[src/rtl/key_expansion.sv]
// Iterative AES key schedule: one 32-bit word per clock into a flat round-key vector.
// Optional macro KEY_EXPANSION_START_ERR_EN adds a start_err pulse for starts ignored while busy.
module key_expansion #(
    parameter int unsigned NK = 4,
    parameter int unsigned NR = 10
) (
    input  logic                  clk,
    input  logic                  rst_n,
    input  logic                  start,
    input  logic [32*NK-1:0]      key_in,
    output logic [128*(NR+1)-1:0] round_keys,
    output logic                  busy,
    output logic                  done
`ifdef KEY_EXPANSION_START_ERR_EN
    ,
    output logic                  start_err
`endif
);

    localparam int unsigned NW = 4*(NR+1);
    localparam int unsigned IW = $clog2(NW+1);

    generate
        if ((NR != NK+6) || !((NK == 4) || (NK == 6) || (NK == 8))) begin : g_bad_cfg
            $error("key_expansion: illegal NK/NR combination");
        end
    endgenerate

    localparam logic [0:255][7:0] SBOX = {
        128'h637c777bf26b6fc53001672bfed7ab76,
        128'hca82c97dfa5947f0add4a2af9ca472c0,
        128'hb7fd9326363ff7cc34a5e5f171d83115,
        128'h04c723c31896059a071280e2eb27b275,
        128'h09832c1a1b6e5aa0523bd6b329e32f84,
        128'h53d100ed20fcb15b6acbbe394a4c58cf,
        128'hd0efaafb434d338545f9027f503c9fa8,
        128'h51a3408f929d38f5bcb6da2110fff3d2,
        128'hcd0c13ec5f974417c4a77e3d645d1973,
        128'h60814fdc222a908846eeb814de5e0bdb,
        128'he0323a0a4906245cc2d3ac629195e479,
        128'he7c8376d8dd54ea96c56f4ea657aae08,
        128'hba78252e1ca6b4c6e8dd741f4bbd8b8a,
        128'h703eb5664803f60e613557b986c11d9e,
        128'he1f8981169d98e949b1e87e9ce5528df,
        128'h8ca1890dbfe6426841992d0fb054bb16
    };

    function automatic logic [31:0] sub_word(input logic [31:0] w);
        return {SBOX[w[31:24]], SBOX[w[23:16]], SBOX[w[15:8]], SBOX[w[7:0]]};
    endfunction

    function automatic logic [7:0] xtime(input logic [7:0] b);
        return {b[6:0], 1'b0} ^ (b[7] ? 8'h1b : 8'h00);
    endfunction

    typedef enum logic {S_IDLE, S_GEN} state_e;

    state_e        state_q, state_d;
    logic [IW-1:0] idx_q;
    logic [2:0]    mod_q;
    logic [7:0]    rcon_q;
    logic          done_q;
    logic [31:0]   w_q   [NW];
    logic [31:0]   win_q [NK];

    logic          load_en, gen_en, last_gen;
    logic [31:0]   prev_w, sub_in, sub_out, temp_w, new_w;

    always_ff @(posedge clk) begin
        if (!rst_n) state_q <= S_IDLE;
        else        state_q <= state_d;
    end

    always_comb begin
        state_d = state_q;
        case (state_q)
            S_IDLE:  if (start)    state_d = S_GEN;
            S_GEN:   if (last_gen) state_d = S_IDLE;
            default:               state_d = S_IDLE;
        endcase
    end

    always_comb begin
        busy     = (state_q == S_GEN);
        done     = done_q;
        load_en  = (state_q == S_IDLE) && start;
        gen_en   = (state_q == S_GEN);
        last_gen = gen_en && (idx_q == IW'(NW-1));
    end

    // win_q holds the last NK words: win_q[0] = w[i-NK], win_q[NK-1] = w[i-1],
    // so the schedule never needs a wide read mux on the full array.
    always_comb begin
        prev_w  = win_q[NK-1];
        sub_in  = (mod_q == 3'd0) ? {prev_w[23:0], prev_w[31:24]} : prev_w;
        sub_out = sub_word(sub_in);
        if (mod_q == 3'd0)
            temp_w = sub_out ^ {rcon_q, 24'h000000};
        else if ((NK > 6) && (mod_q == 3'd4))
            temp_w = sub_out;
        else
            temp_w = prev_w;
        new_w = win_q[0] ^ temp_w;
    end

    always_ff @(posedge clk) begin
        if (!rst_n) begin
            idx_q  <= '0;
            mod_q  <= '0;
            rcon_q <= '0;
            done_q <= 1'b0;
            for (int unsigned k = 0; k < NW; k++) w_q[k]   <= '0;
            for (int unsigned k = 0; k < NK; k++) win_q[k] <= '0;
        end else begin
            done_q <= last_gen;
            if (load_en) begin
                for (int unsigned k = 0; k < NK; k++) begin
                    w_q[k]   <= key_in[32*(NK-k)-1 -: 32];
                    win_q[k] <= key_in[32*(NK-k)-1 -: 32];
                end
                idx_q  <= IW'(NK);
                mod_q  <= '0;
                rcon_q <= 8'h01;
            end else if (gen_en) begin
                w_q[idx_q] <= new_w;
                for (int unsigned k = 0; k + 1 < NK; k++) win_q[k] <= win_q[k+1];
                win_q[NK-1] <= new_w;
                idx_q <= idx_q + IW'(1);
                mod_q <= (mod_q == 3'(NK-1)) ? 3'd0 : mod_q + 3'd1;
                if (mod_q == 3'd0) rcon_q <= xtime(rcon_q);
            end
        end
    end

    always_comb begin
        round_keys = '0;
        for (int unsigned j = 0; j < NW; j++) round_keys[32*(NW-j)-1 -: 32] = w_q[j];
    end

`ifdef KEY_EXPANSION_START_ERR_EN
    logic start_err_q;

    always_ff @(posedge clk) begin
        if (!rst_n) start_err_q <= 1'b0;
        else        start_err_q <= start && (state_q == S_GEN);
    end

    assign start_err = start_err_q;
`endif

endmodule

[config.mk]
export PLATFORM = sky130hd
export DESIGN_NAME = key_expansion
export DESIGN_NICKNAME = d
export VERILOG_FILES = /design/src/rtl/key_expansion.sv
export SDC_FILE = /design/constraint.sdc
export NUM_CORES = 2
export LEC_CHECK = 0
export ABC_AREA = 1
export CAP_MARGIN = 10
export CORE_AREA = 2 2 599 601
export DETAILED_ROUTE_END_ITERATION = 12
export DIE_AREA = 0 0 601 603
export PLACE_DENSITY = 0.5
export RECOVER_POWER = 100
export SKIP_LAST_GASP = 1
export SYNTH_ARGS = -nofsm -noshare
export SYNTH_HDL_FRONTEND = slang
export SYNTH_SLANG_ARGS = --single-unit
[constraint.sdc]
create_clock -name clk -period 6 [get_ports clk]
set_clock_uncertainty 0.2 [all_clocks]
set_input_delay 0.6 -clock clk [delete_from_list [all_inputs] [get_ports clk]]
set_output_delay 0.6 -clock clk [all_outputs]
set_load 0.01 [all_outputs]
# --- After elaboration in Yosys (flattened, before gate mapping) ---
# Memories as Yosys holds them, arrays and structs flattened.
# Cells that the tools add are included.
word_totals:
  ff_bits: 19
  ram_bits: 1536
  romBits: 8192
  in_bits: 131
  out_inout_bits: 1410
  elab_cells: 94
  mem_count: 6
mem_list:
  columns: ["memory", "depth", "width", "read_ports", "rd_ports_with_merged_regs", "wr", "line", "source"]
  rows:
  - ["(no name shown)", 256, 8, 1, 0, 0, "49", "return {SBOX[w[31:24]], SBOX[w[23:16]], SBOX[w[15:8]], SBOX[w[7:0]]};"]
  - ["(no name shown)", 256, 8, 1, 0, 0, "49", null]
  - ["(no name shown)", 256, 8, 1, 0, 0, "49", null]
  - ["(no name shown)", 256, 8, 1, 0, 0, "49", null]
  - ["w_q", 44, 32, 44, 0, 44, "63", "logic [31:0] w_q [NW];"]
  - ["win_q", 4, 32, 4, 0, 4, "64", "logic [31:0] win_q [NK];"]
classes:
  add_sub_neg: 2
  magnitude_cmp: 4
  n_eq_ne: 2
  n_mux: 43
  n_bitwise: 21
  n_reduce_logical: 9
ops:
  columns: ["cell", "count"]
  rows:
  - ["$mux W32", 15]
  - ["$mux W8", 8]
  - ["$xor A32 B32 Y32", 2]
  - ["$ge A9 B9 Y1 const B", 4]
  - ["$not A8 Y9", 4]
  - ["$reduce_or A32 Y1", 1]
  - ["$mux W1", 14]
  - ["$or A1 B1 Y1", 12]
  - ["$mux W3", 3]
  - ["$xor A8 B5 Y8", 1]
  - ["$add A6 B1 Y6 const B", 1]
  - ["$eq A6 B6 Y1 const B", 1]
  - ["$mux W6", 1]
  - ["$mux W5", 1]
  - ["$reduce_and A2 Y1", 2]
  - ["$reduce_bool A2 Y1", 2]
  - ["$add A3 B1 Y3 const B", 1]
  - ["$eq A3 B2 Y1 const B", 1]
  - ["$logic_not A3 Y1", 1]
  - ["$logic_and A1 B1 Y1", 2]
  - ["$not A1 Y1", 2]
  - ["$pmux W1 S2", 1]
  - ["$reduce_or A2 Y1", 1]

# --- Logic depth before layout (Yosys ltp) ---
logic_depth:
  word_depth: 10
  mapped_depth: 27
  ltp_nobuf: 24

# --- Worst setup path after synthesis ---
# No wires, ideal clock.
synth_path:
  path_kind: "register -> register"
  startpoint: "register idx_q[0]"
  endpoint: "memory w_q[1][0] (enable)"
  arrival_ns: 3.336
  required_time_ns: 5.334
  slack_ns: 1.998
  path_stages_with_launch: 5
  n_path_buf: 0
  synth_period_minus_slack_ns: 4.002
  path_cell_list: "dfxtp_1 -> inv_1 -> nor3_1 -> nand3_1 -> o21ai_0"
synth_lines:
  columns: ["element", "line", "source"]
  rows:
  - ["start, declared", "59", "logic [IW-1:0] idx_q;"]
  - ["start signal, assigned", "121", "idx_q <= IW'(NK);"]
  - ["start signal, assigned", "128", "idx_q <= idx_q + IW'(1);"]
  - ["end, declared", "63", null]

==> reports/results.txt <==
Worst Max-Slew Pin Slew: 3521 ps
non-filler cells, final: 13,119
crit-path max cell delay: 830 ps
Setup Buffers After CTS: 0
Yosys reg bits: 1,555
layout cells sized above 1: 0.08288
Area growth syn-to-layout: 40.67%
Root Driver: clkbuf_16
syn_area_per_cell: 10.41 µm²
grt total ovfl: 0
Pleak: 38.91 nW
worst endpoint required time: 6350 ps
yosys warns: 0
distinct cell type count after synthesis: 42
Post-Route Setup TNS: 0 ps
CTS tree: done
Worst-path clk slew: 60 ps
io pins: 1,541
slowest CP cell: o21ai_1
Crit Path Max Fanout: 26
Max IR drop VDD: 0.2360 mV
Final nets: 8,393
Min Clock Period, post-route: 5928 ps
Cell Area, Synth: 68,800 µm²
Max Root-Sink Buffers: 4
Initial Utilization: 0.1936
die height: 603 µm
first-pass GRT wire length: 559.9 mm
f_max: 168.7 MHz
clk_lat worst skew: 870 ps
Buf/Inv on CP: 6
CP Launch Type: flop
clock sink count: 1,555
Die Area: 362,400 µm²
CP arrival: 6280 ps
pre-CTS setup slack: 350.0 ps
core region area: 355,400 µm²
Post-Synthesis Cells: 6,610
post-DP HPWL: 311.4 mm
fin worst setup slack: 71.72 ps
critical path class: reg2reg
failing checks: capacitance limit, slew limit
largest net degree at the start of global routing: 121
CTS buffer count: 181
DRC viols: 0
Pwr per Cell Area: 390.2 nW/µm²
drt total wl: 429.5 mm
outcome: finished, violations left
1st-iter DRT viols: 7,644
Max Cap Viol: 44
H-tree levels: 4
routed via count: 61,861
placement row count: 219
Hold WC Path Type: in2reg
unrepaired setup endpoints after global routing: false
chip width: 601 µm
number of flops mapped to enable cells by yosys: 1,536
1st-pass router iterations: 9
initial antenna violation count: 38
Vias/cell: 4.715
CP top delay family: simple AND/OR/NAND/NOR gates
asr flop ratio synth: 0
final RePlAce weighted congestion: 0.9757
Critical Path Sink Type: flop
fin util: 0.2723
Tot Pwr: 37.76 mW
vias in the first global route: 58,818
Antenna Nets Post-Route: 0
syn_nets: 6,794
Worst R2R Path Depth: 22
Rel. slew slack: -1.347
hold path depth: 3
fin. max-slew vios: 1,148
Total GRT Usage: 0.2260
Final setup viols: 0
placed insts: 12,776
crit-path cells: inv_1 > ha_1 > nand2_4 > buf_12 > o21ai_1 > clkbuf_1 > ha_1 > nand2_1 > nand2_1 > inv_1 > nand2_1 > nand3_1 > nand3_1 > nand3_1 > nand3_1 > nand2_1 > nand2_1 > nand3_1 > nand2_4 > buf_12 > clkbuf_2 > nor2_1
port bufs: 1,540
Final Hold Viols: 0
sequential area share after synthesis: 0.6759
critical path depth in cells: 22
DR WL/cell: 32.74 µm
period utilisation layout: 0.9880
Post-synth top flop: edfxtp_1
-- power by group --
group / leakage (nW) / switching, mW / internal [mW]
Sequential: 16.1 / 0.277 / 12.5
Clock: 2.84 / 4.89 / 6.40
Combinational: 20.0 / 10.6 / 3.11
-- logic make-up (layout without fill, tap and decap cells) --
logic type,Yosys count,after routing,synth area share
buffers and inverters,707,2446,0.04579
other,0,19,0
and+or+nand+nor,3940,3940,0.2380
DFF,1555,1555,0.6759
xor gates and xnor gates,3,3,0.0003820
adders and majority gates,53,53,0.009639
AOI/OAI and AO/OA,352,352,0.03024
-- cell usage in the layout (no fill, tap or decap), drive strengths merged, types with 3 or more instances in the layout --
master,netlist,final
o211ai,72,72
edfxtp,1536,1536
a21oi,80,80
dfxtp,19,19
inv,237,244
diode,0,19
clkdlybuf4s50,0,129
clkinv,1,71
o21ai,172,172
nand3,1071,1071
nand2,1425,1425
dlygate4sd3,0,1411
bufinv,0,18
nor3,10,10
nand4,13,13
buf,269,204
o22ai,8,8
clkinvlp,0,11
ha,53,53
clkbuf,200,358
nor2,1415,1415
a31oi,14,14
or2,3,3
-- stage by stage --
step	hold WS, ps	instance area (µm²)
2_1_floorplan	253.5	68800
3_3_place_gp	272.8	91720
3_5_place_dp	283.5	91720
4_1_cts	158.4	97600
5_1_grt	222.3	96760
6_report	254.5	96780
-- per-layer routing --
| metal | GRT usage | vias up | part of all wire | wire length, µm |
|---|---|---|---|---|
| met5 | 0 | - | 0.000061 | 26 |
| met4 | 0.1078 | 4 | 0.054 | 23120 |
| met3 | 0.03615 | 653 | 0.073 | 31260 |
| met2 | 0.3833 | 3727 | 0.48 | 208200 |
| met1 | 0.2794 | 31665 | 0.39 | 166900 |
| li1 | - | 25812 | - | - |
-- area by class of cell --
class / instances / area, µm²
fillers: 37389 / 258600
clock inverters: 106 / 1169
well taps: 4751 / 5944
diodes: 19 / 47.55
multi-input cells: 4348 / 19490
clock buffers: 217 / 4696
repair buffers: 1885 / 18030
flip-flops and latches: 1555 / 46500
inverters: 238 / 897.1
-- flip-flops by register name, indices dropped and copies added (netlist names) --
signal	cells
busy	1
w_q	1408
done	1
idx_q	6
rcon_q	8
win_q	128
mod_q	3
-- worst reg2reg max path: cells and delay by family, from the launching register on --
kind                     cells  cell delay, ps
AND/OR/NAND/NOR             13            2030
buffers and inverters        6            1540
AO/OA/AOI/OAI                1             840
adder cells (fa/ha/maj)      2             710
flip-flops                   1             350
-- worst paths after layout --
kind,end,start,slack [ps]
worst min register to register,win_q[0][28],win_q[1][28],300
worst min-delay path,w_q[2][28],key_in[60],250
worst max register to register,w_q[34][16],mod_q[0],70
worst max-delay path,w_q[34][16],mod_q[0],70
-- Yosys cell counts, types with 2 or more instances --
cell | number | share of area
inv_2 | 22 | 0.0012
xor2_1 | 2 | 0.00025
o21ai_2 | 11 | 0.0014
nand2_4 | 4 | 0.00065
clkbuf_1 | 200 | 0.011
nand3_2 | 7 | 0.0010
buf_2 | 197 | 0.014
edfxtp_1 | 1536 | 0.67
a211oi_1 | 2 | 0.00022
nor2_1 | 1407 | 0.077
o211ai_1 | 72 | 0.0079
nand2_2 | 37 | 0.0034
nand4_1 | 13 | 0.0012
o21ai_0 | 133 | 0.0097
o21ai_1 | 24 | 0.0017
nor2_2 | 7 | 0.00064
buf_4 | 37 | 0.0040
o22ai_1 | 8 | 0.00073
ha_1 | 53 | 0.0096
buf_6 | 13 | 0.0021
a31oi_1 | 14 | 0.0013
a21oi_1 | 78 | 0.0057
nand3_1 | 1064 | 0.077
o21ai_4 | 4 | 0.00095
dfxtp_1 | 19 | 0.0055
inv_1 | 214 | 0.012
nand3b_1 | 2 | 0.00022
or2_2 | 3 | 0.00027
buf_1 | 21 | 0.0011
a21oi_2 | 2 | 0.00025
nor3_1 | 10 | 0.00073
nand2_1 | 1384 | 0.076
-- timing repair --
action	CTS	global route
hold buffers	1	0
endpoints found under the hold margin	1	0
resized for setup	0	0
No activity file was read; power rests on OpenSTA's default activity.
